## config.mk

```make
export PLATFORM = sky130hd
export DESIGN_NAME = redundancy_selector
export DESIGN_NICKNAME = d
export VERILOG_FILES = /design/src/rtl/redundancy_selector_pkg.sv /design/src/rtl/redundancy_selector_link_wtr.sv /design/src/rtl/redundancy_selector.sv
export SDC_FILE = /design/constraint.sdc
export NUM_CORES = 1
export LEC_CHECK = 0
export ABC_AREA = 0
export CAP_MARGIN = 25
export CORE_MARGIN = 4
export CORE_UTILIZATION = 57
export CTS_CLUSTER_SIZE = 16
export DETAILED_ROUTE_END_ITERATION = 8
export PLACE_DENSITY = 0.92
export REMOVE_ABC_BUFFERS = 1
export SLEW_MARGIN = 20
export SYNTH_ARGS = -nofsm -noshare
export SYNTH_HDL_FRONTEND = slang
export SYNTH_SLANG_ARGS = --single-unit
```

## constraint.sdc

```tcl
create_clock -name clk -period 2.25 [get_ports clk]
set_input_delay 0.45 -clock clk [delete_from_list [all_inputs] [get_ports clk]]
set_output_delay 0.45 -clock clk [all_outputs]
set_load 0.02 [all_outputs]
```

## src/rtl/redundancy_selector_pkg.sv

```systemverilog
// Shared definitions for the N-port redundant-link selector: FSM encoding,
// switch counter width and an elaboration-time log2 helper.
package redundancy_pkg;

    localparam logic [1:0] NONE    = 2'd0;
    localparam logic [1:0] ACTIVE  = 2'd1;
    localparam logic [1:0] PENDING = 2'd2;

    localparam int SWITCH_COUNT_W = 16;

    function automatic int clog2(input int value);
        int result;
        result = 0;
        while ((64'd1 << result) < 64'(value)) begin
            result++;
        end
        return result;
    endfunction

endpackage

```

## src/rtl/redundancy_selector_link_wtr.sv

```systemverilog
// Per-port wait-to-restore qualifier: a port becomes usable only after its
// link_ok has been continuously high for WTR_CYCLES cycles.
module link_wtr
    import redundancy_pkg::*;
#(
    parameter int WTR_CYCLES = 125000
) (
    input  logic clk,
    input  logic rst,
    input  logic link_ok,
    output logic up_f
);

    localparam int CNT_W = (clog2(WTR_CYCLES + 1) < 1) ? 1 : clog2(WTR_CYCLES + 1);
    localparam logic [CNT_W-1:0] CNT_MAX  = CNT_W'(WTR_CYCLES);
    localparam logic [CNT_W-1:0] CNT_LAST = CNT_W'(WTR_CYCLES - 1);

    logic [CNT_W-1:0] cnt_q, cnt_d;
    logic             up_q, up_d;

    // NOTE: every combinational output gets a default first, so no path can infer a latch.
    always_comb begin
        cnt_d = cnt_q;
        up_d  = up_q;
        if (!link_ok) begin
            cnt_d = '0;
            up_d  = 1'b0;
        end else if (cnt_q != CNT_MAX) begin
            cnt_d = cnt_q + 1'b1;
            up_d  = (cnt_q == CNT_LAST);
        end
    end

    // NOTE: sequential state uses non-blocking assignments so all flops update together.
    always_ff @(posedge clk) begin
        if (rst) begin
            cnt_q <= '0;
            up_q  <= 1'b0;
        end else begin
            cnt_q <= cnt_d;
            up_q  <= up_d;
        end
    end

    assign up_f = up_q;

endmodule

```

## src/rtl/redundancy_selector.sv

```systemverilog
// Chooses the active downstream port: immediate failover, WTR-guarded restore,
// optional revertive mode and management force; non-urgent moves wait for idle.
module redundancy_selector
    import redundancy_pkg::*;
#(
    parameter int NUM_PORTS  = 2,
    parameter int IDX_W      = 1,
    parameter int WTR_CYCLES = 125000,
    parameter int REVERTIVE  = 1
) (
    input  logic                      clk,
    input  logic                      rst,
    input  logic [NUM_PORTS-1:0]      link_ok,
    input  logic                      busy,
    input  logic                      force_en,
    input  logic [IDX_W-1:0]          force_sel,
    output logic [IDX_W-1:0]          sel,
    output logic [NUM_PORTS-1:0]      sel_onehot,
    output logic                      sel_valid,
    output logic                      all_down,
    output logic                      switch_pulse,
    output logic [SWITCH_COUNT_W-1:0] switch_count
);

    localparam int IDX_W_EXP = (clog2(NUM_PORTS) < 1) ? 1 : clog2(NUM_PORTS);

    if (IDX_W != IDX_W_EXP || NUM_PORTS < 2 || NUM_PORTS > 8) begin : g_bad_params
        $error("redundancy_selector: NUM_PORTS must be 2..8 and IDX_W max(1,clog2(NUM_PORTS))");
    end

    logic [NUM_PORTS-1:0] up_f;

    for (genvar p = 0; p < NUM_PORTS; p++) begin : g_port
        link_wtr #(.WTR_CYCLES(WTR_CYCLES)) u_wtr (
            .clk     (clk),
            .rst     (rst),
            .link_ok (link_ok[p]),
            .up_f    (up_f[p])
        );
    end

    logic [1:0]                state_q, state_d;
    logic [IDX_W-1:0]          sel_q, sel_d;
    logic [NUM_PORTS-1:0]      onehot_q, onehot_d;
    logic                      valid_q, all_down_q, pulse_q;
    logic [SWITCH_COUNT_W-1:0] count_q, count_d;

    logic [IDX_W-1:0] lowest, target;
    logic             any_up, force_hit, cur_up, commit;

    // Index compares instead of up_f[force_sel] keep out-of-range indices harmless.
    always_comb begin
        lowest    = '0;
        any_up    = 1'b0;
        force_hit = 1'b0;
        cur_up    = 1'b0;
        for (int i = NUM_PORTS - 1; i >= 0; i--) begin
            if (up_f[i]) begin
                lowest = IDX_W'(i);
                any_up = 1'b1;
            end
        end
        for (int i = 0; i < NUM_PORTS; i++) begin
            if (up_f[i] && force_sel == IDX_W'(i)) force_hit = 1'b1;
            if (up_f[i] && sel_q == IDX_W'(i))     cur_up    = 1'b1;
        end
        target = lowest;
        if (force_en && force_hit) begin
            target = force_sel;
        end else if (REVERTIVE == 0 && cur_up) begin
            target = sel_q;
        end
    end

    always_comb begin
        state_d = state_q;
        sel_d   = sel_q;
        commit  = 1'b0;
        case (state_q)
            NONE: begin
                if (any_up) commit = 1'b1;
            end
            ACTIVE: begin
                if (!any_up) begin
                    state_d = NONE;
                end else if (target != sel_q) begin
                    if (!cur_up || !busy) commit  = 1'b1;
                    else                  state_d = PENDING;
                end
            end
            PENDING: begin
                if (!any_up) begin
                    state_d = NONE;
                end else if (target == sel_q) begin
                    state_d = ACTIVE;
                end else if (!busy || !cur_up) begin
                    commit = 1'b1;
                end
            end
            default: state_d = NONE;
        endcase
        if (commit) begin
            sel_d   = target;
            state_d = ACTIVE;
        end
        count_d = (commit && count_q != '1) ? count_q + 1'b1 : count_q;
        for (int i = 0; i < NUM_PORTS; i++) begin
            onehot_d[i] = (state_d != NONE) && (sel_d == IDX_W'(i));
        end
    end

    always_ff @(posedge clk) begin
        if (rst) begin
            state_q    <= NONE;
            sel_q      <= '0;
            onehot_q   <= '0;
            valid_q    <= 1'b0;
            all_down_q <= 1'b1;
            pulse_q    <= 1'b0;
            count_q    <= '0;
        end else begin
            state_q    <= state_d;
            sel_q      <= sel_d;
            onehot_q   <= onehot_d;
            valid_q    <= (state_d != NONE);
            all_down_q <= (state_d == NONE);
            pulse_q    <= commit;
            count_q    <= count_d;
        end
    end

    assign sel          = sel_q;
    assign sel_onehot   = onehot_q;
    assign sel_valid    = valid_q;
    assign all_down     = all_down_q;
    assign switch_pulse = pulse_q;
    assign switch_count = count_q;

endmodule
```

==> results.py <==
metrics = {
    "sta": {
        "max_clock_freq_mhz": 466.8,
        "drv_slew": 0,
        "tightest_slew_ns": 0.6164,
        "final_hold_viol_count": 0,
        "fin_hold_ws_ns": 0.4981,
        "rsz0062_at_grt": "no",
        "timing.final.ws_setup_ns": 0.1078,
        "setup_violations": 0,
        "slew_headroom_pct": 58.76,
        "fin_skew_ns": 0.007499,
        "fin_setup_tns_ns": 0,
        "finalCritPeriodShare_pct": 95.21,
        "fin_crit_ns": 2.142,
    },
    "drt": {
        "dr.first_iter.drc_count": 178,
        "via_per_inst": 5.955,
        "drtAntennaViolNets": 0,
        "drtPass1Iterations": 5,
        "avgRoutedWirePerCell_um": 14.43,
        "drt-total-wl_um": 6737,
        "vias": 2781,
        "drcViolationCount": 0,
    },
    "final_layout": {
        "fin_util_pct": 71.45,
        "fillers": 375,
        "nets": 408,
        "drive_above_1_share_pct": 12.34,
        "diodes": 0,
        "final_area_mm2": 0.003626,
        "area_growth_pct": 21.56,
        "stdcell_count": 467,
    },
    "flow_run": {
        "cap_violations": 0,
    },
    "grt": {
        "grt_pass1_vias": 2710,
        "antenna_found_initial": 0,
        "grt_pass1_wl_um": 11710,
        "grt_max_degree": 24,
        "grt_overflow": 0,
        "grt_use_total_pct": 23.02,
    },
    "logic_synthesis": {
        "post-synth-top-area-cell": "dfxtp_1",
        "synthCells": 351,
        "ys.warnings.count": 0,
        "synth_area_leaders": "dfxtp_1 40%, nor2_1 5.4%, xor2_1 4.4%",
        "seq_area_frac_synth_pct": 40.27,
        "ys_ff_latch": 60,
        "ys_async_sr_fraction_pct": 0,
        "synth_top_flop_cell": "dfxtp_1",
        "synth_area_mm2": 0.002983,
        "synth_top_area_share_pct": 40.27,
        "avgSynthCellArea_um2": 8.498,
        "synthDistinctLibCells": 55,
        "synth_edf_count": 0,
    },
    "clock_tree": {
        "cts-root-buf": "clkbuf_8",
        "insertion_delay_ns": 0.34,
        "cts_buffers": 9,
        "cts_hold_buf": 0,
        "cts_tree": "done",
        "h-tree-depth": 3,
        "cts_buffer_depth": 2,
        "path_clk_slew_ns": 0.07,
        "clock-sinks": 60,
    },
    "floorplanning": {
        "die_h_um": 80.34,
        "dieArea_mm2": 0.006455,
        "core-area_mm2": 0.005075,
        "die_w_um": 80.34,
        "initial_core_util_pct": 58.78,
        "num_rows": 26,
        "ios": 29,
    },
    "worst_hold_path": {
        "hp-start": "switch_count[13]",
        "hp-class": "reg -> reg",
    },
    "outcome": {
        "status": "completed",
    },
    "critical_path": {
        "worstSetupStartpoint": "force_en",
        "reg2reg_to": "sel_onehot[1]",
        "crit_path_end": "sel_onehot[1]",
        "ff2ff_setup_slack_ns": 0.11,
        "crit_type": "in -> reg",
        "cp.arrival_ns": 2.36,
        "worst-path-max-fanout": 4,
        "regToRegStartpoint": "state_q[1]",
        "worstRegToRegCells": 8,
        "cp-end-kind": "flip-flop",
        "cp.required_ns": 2.47,
        "cp-start-kind": "input port",
    },
    "place": {
        "gp_congestion": 0.8733,
        "dp_hpwl_um": 4703,
        "placed_area_mm2": 0.003403,
        "place_inst": 450,
        "port_buffers": 28,
        "pre_cts_ws_ns": -0.2484,
    },
    "power": {
        "total_power_mw": 2.016,
        "total_leakage_power_nw": 1.242,
        "irDropWorstVdd_mv": 0.4306,
        "p_per_area_mw_per_mm2": 555.9,
    },
}
## report_power, final
part           switching [mW]  internal (mW)
registers             0.00453           1.07
clock network           0.410          0.483
logic                  0.0286         0.0240
total                   0.443           1.57
## kinds of logic after synthesis
family / after synthesis / share of synthesized area, %
and+or+nand+nor: 158 / 29.03
AOI/OAI and AO/OA: 65 / 14.26
DFF: 60 / 40.27
buffers and inverters: 30 / 3.901
xor gates and xnor gates: 25 / 7.341
adders and majority gates: 9 / 3.775
muxes: 4 / 1.426
## placed cells by master (no fill, tap or decap), types with 2 or more instances in the layout
cell,synthesis,layout
clkinv_2,0,3
and2_1,2,2
a31oi_1,3,3
a21oi_1,23,23
or3_1,8,8
and3_1,7,7
nand2_1,23,23
mux2_2,2,2
nand2b_1,7,7
nor3_1,8,7
a211oi_1,2,2
xor2_1,15,15
nand3b_1,2,2
nand3_1,16,16
and4_1,5,5
clkdlybuf4s50_1,0,28
ha_1,9,8
nor2_1,43,43
o21ai_0,10,10
mux2i_1,2,2
or4_1,10,10
xnor2_1,10,10
dfxtp_2,0,2
o31ai_1,10,10
buf_4,0,15
inv_1,17,17
dfxtp_1,60,58
or4b_1,2,2
nand4_1,11,11
clkbuf_8,0,12
nor4_1,2,2
## metal layers
layer | wire length [um] | share of wire [%] | vias up | track usage (%)
met4 | 129 | 1.9 | 0 | 11.32
li1 | - | - | 1352 | -
met3 | 358 | 5.3 | 14 | 5.830
met2 | 3482 | 52 | 95 | 40.48
met1 | 2767 | 41 | 1320 | 25.59
met5 | 0 | 0 | - | 0
## critical path, stage by stage
cell	delay, ns
clkdlybuf4s50_1	0.46
and2_1	0.21
buf_4	0.14
o221a_2	0.31
a21o_1	0.20
a222oi_1	0.35
buf_4	0.20
nor2_1	0.05
## layout make-up
type                            count  area, um2  area share, %
Multi-Input combinational cell    261       1690          46.62
Tap cell                           70      87.58          2.415
Inverter                           17      63.81          1.760
Clock buffer                       12      165.2          4.555
Timing Repair Buffer               43      392.9          10.84
Sequential cell                    60       1204          33.20
Clock inverter                      4      22.52         0.6211
## what timing repair did
action / 4_1_cts / 5_1_grt
setup buffers: 0 / 1
endpoints found under the setup margin: 0 / 14
resized for setup: 0 / 8
## cells in the mapped netlist, types with 3 or more instances
cell and instances:
a21oi_1 23, a31oi_1 3, and3_1 7, and4_1 5
buf_2 3, clkbuf_1 10, dfxtp_1 60, ha_1 9
inv_1 17, nand2_1 23, nand2b_1 7, nand3_1 16
nand4_1 11, nor2_1 43, nor3_1 8, o21ai_0 10
o31ai_1 10, or3_1 8, or4_1 10, xnor2_1 10
xor2_1 15
## how the worst min path moves through the flow
stage / endpoint / slack, ns / depth (start not counted)
detailed placement: switch_count[13] / 0.49 / 2
CTS: switch_count[13] / 0.50 / 2
finish: switch_count[13] / 0.50 / 2
global placement: switch_count[10] / 0.48 / 2
floorplan: g_port[0].u_wtr.cnt_q[6] / 0.46 / 2
global route: switch_count[13] / 0.54 / 2
## state kept, by name, indices dropped and copies added, names as in the netlist
name,count
g_port.u_wtr.up_f,2
switch_pulse,1
state_q,2
sel,1
sel_onehot,2
sel_valid,1
g_port.u_wtr.cnt_q,34
switch_count,16
all_down,1
Power figures use the tool's default switching activity.
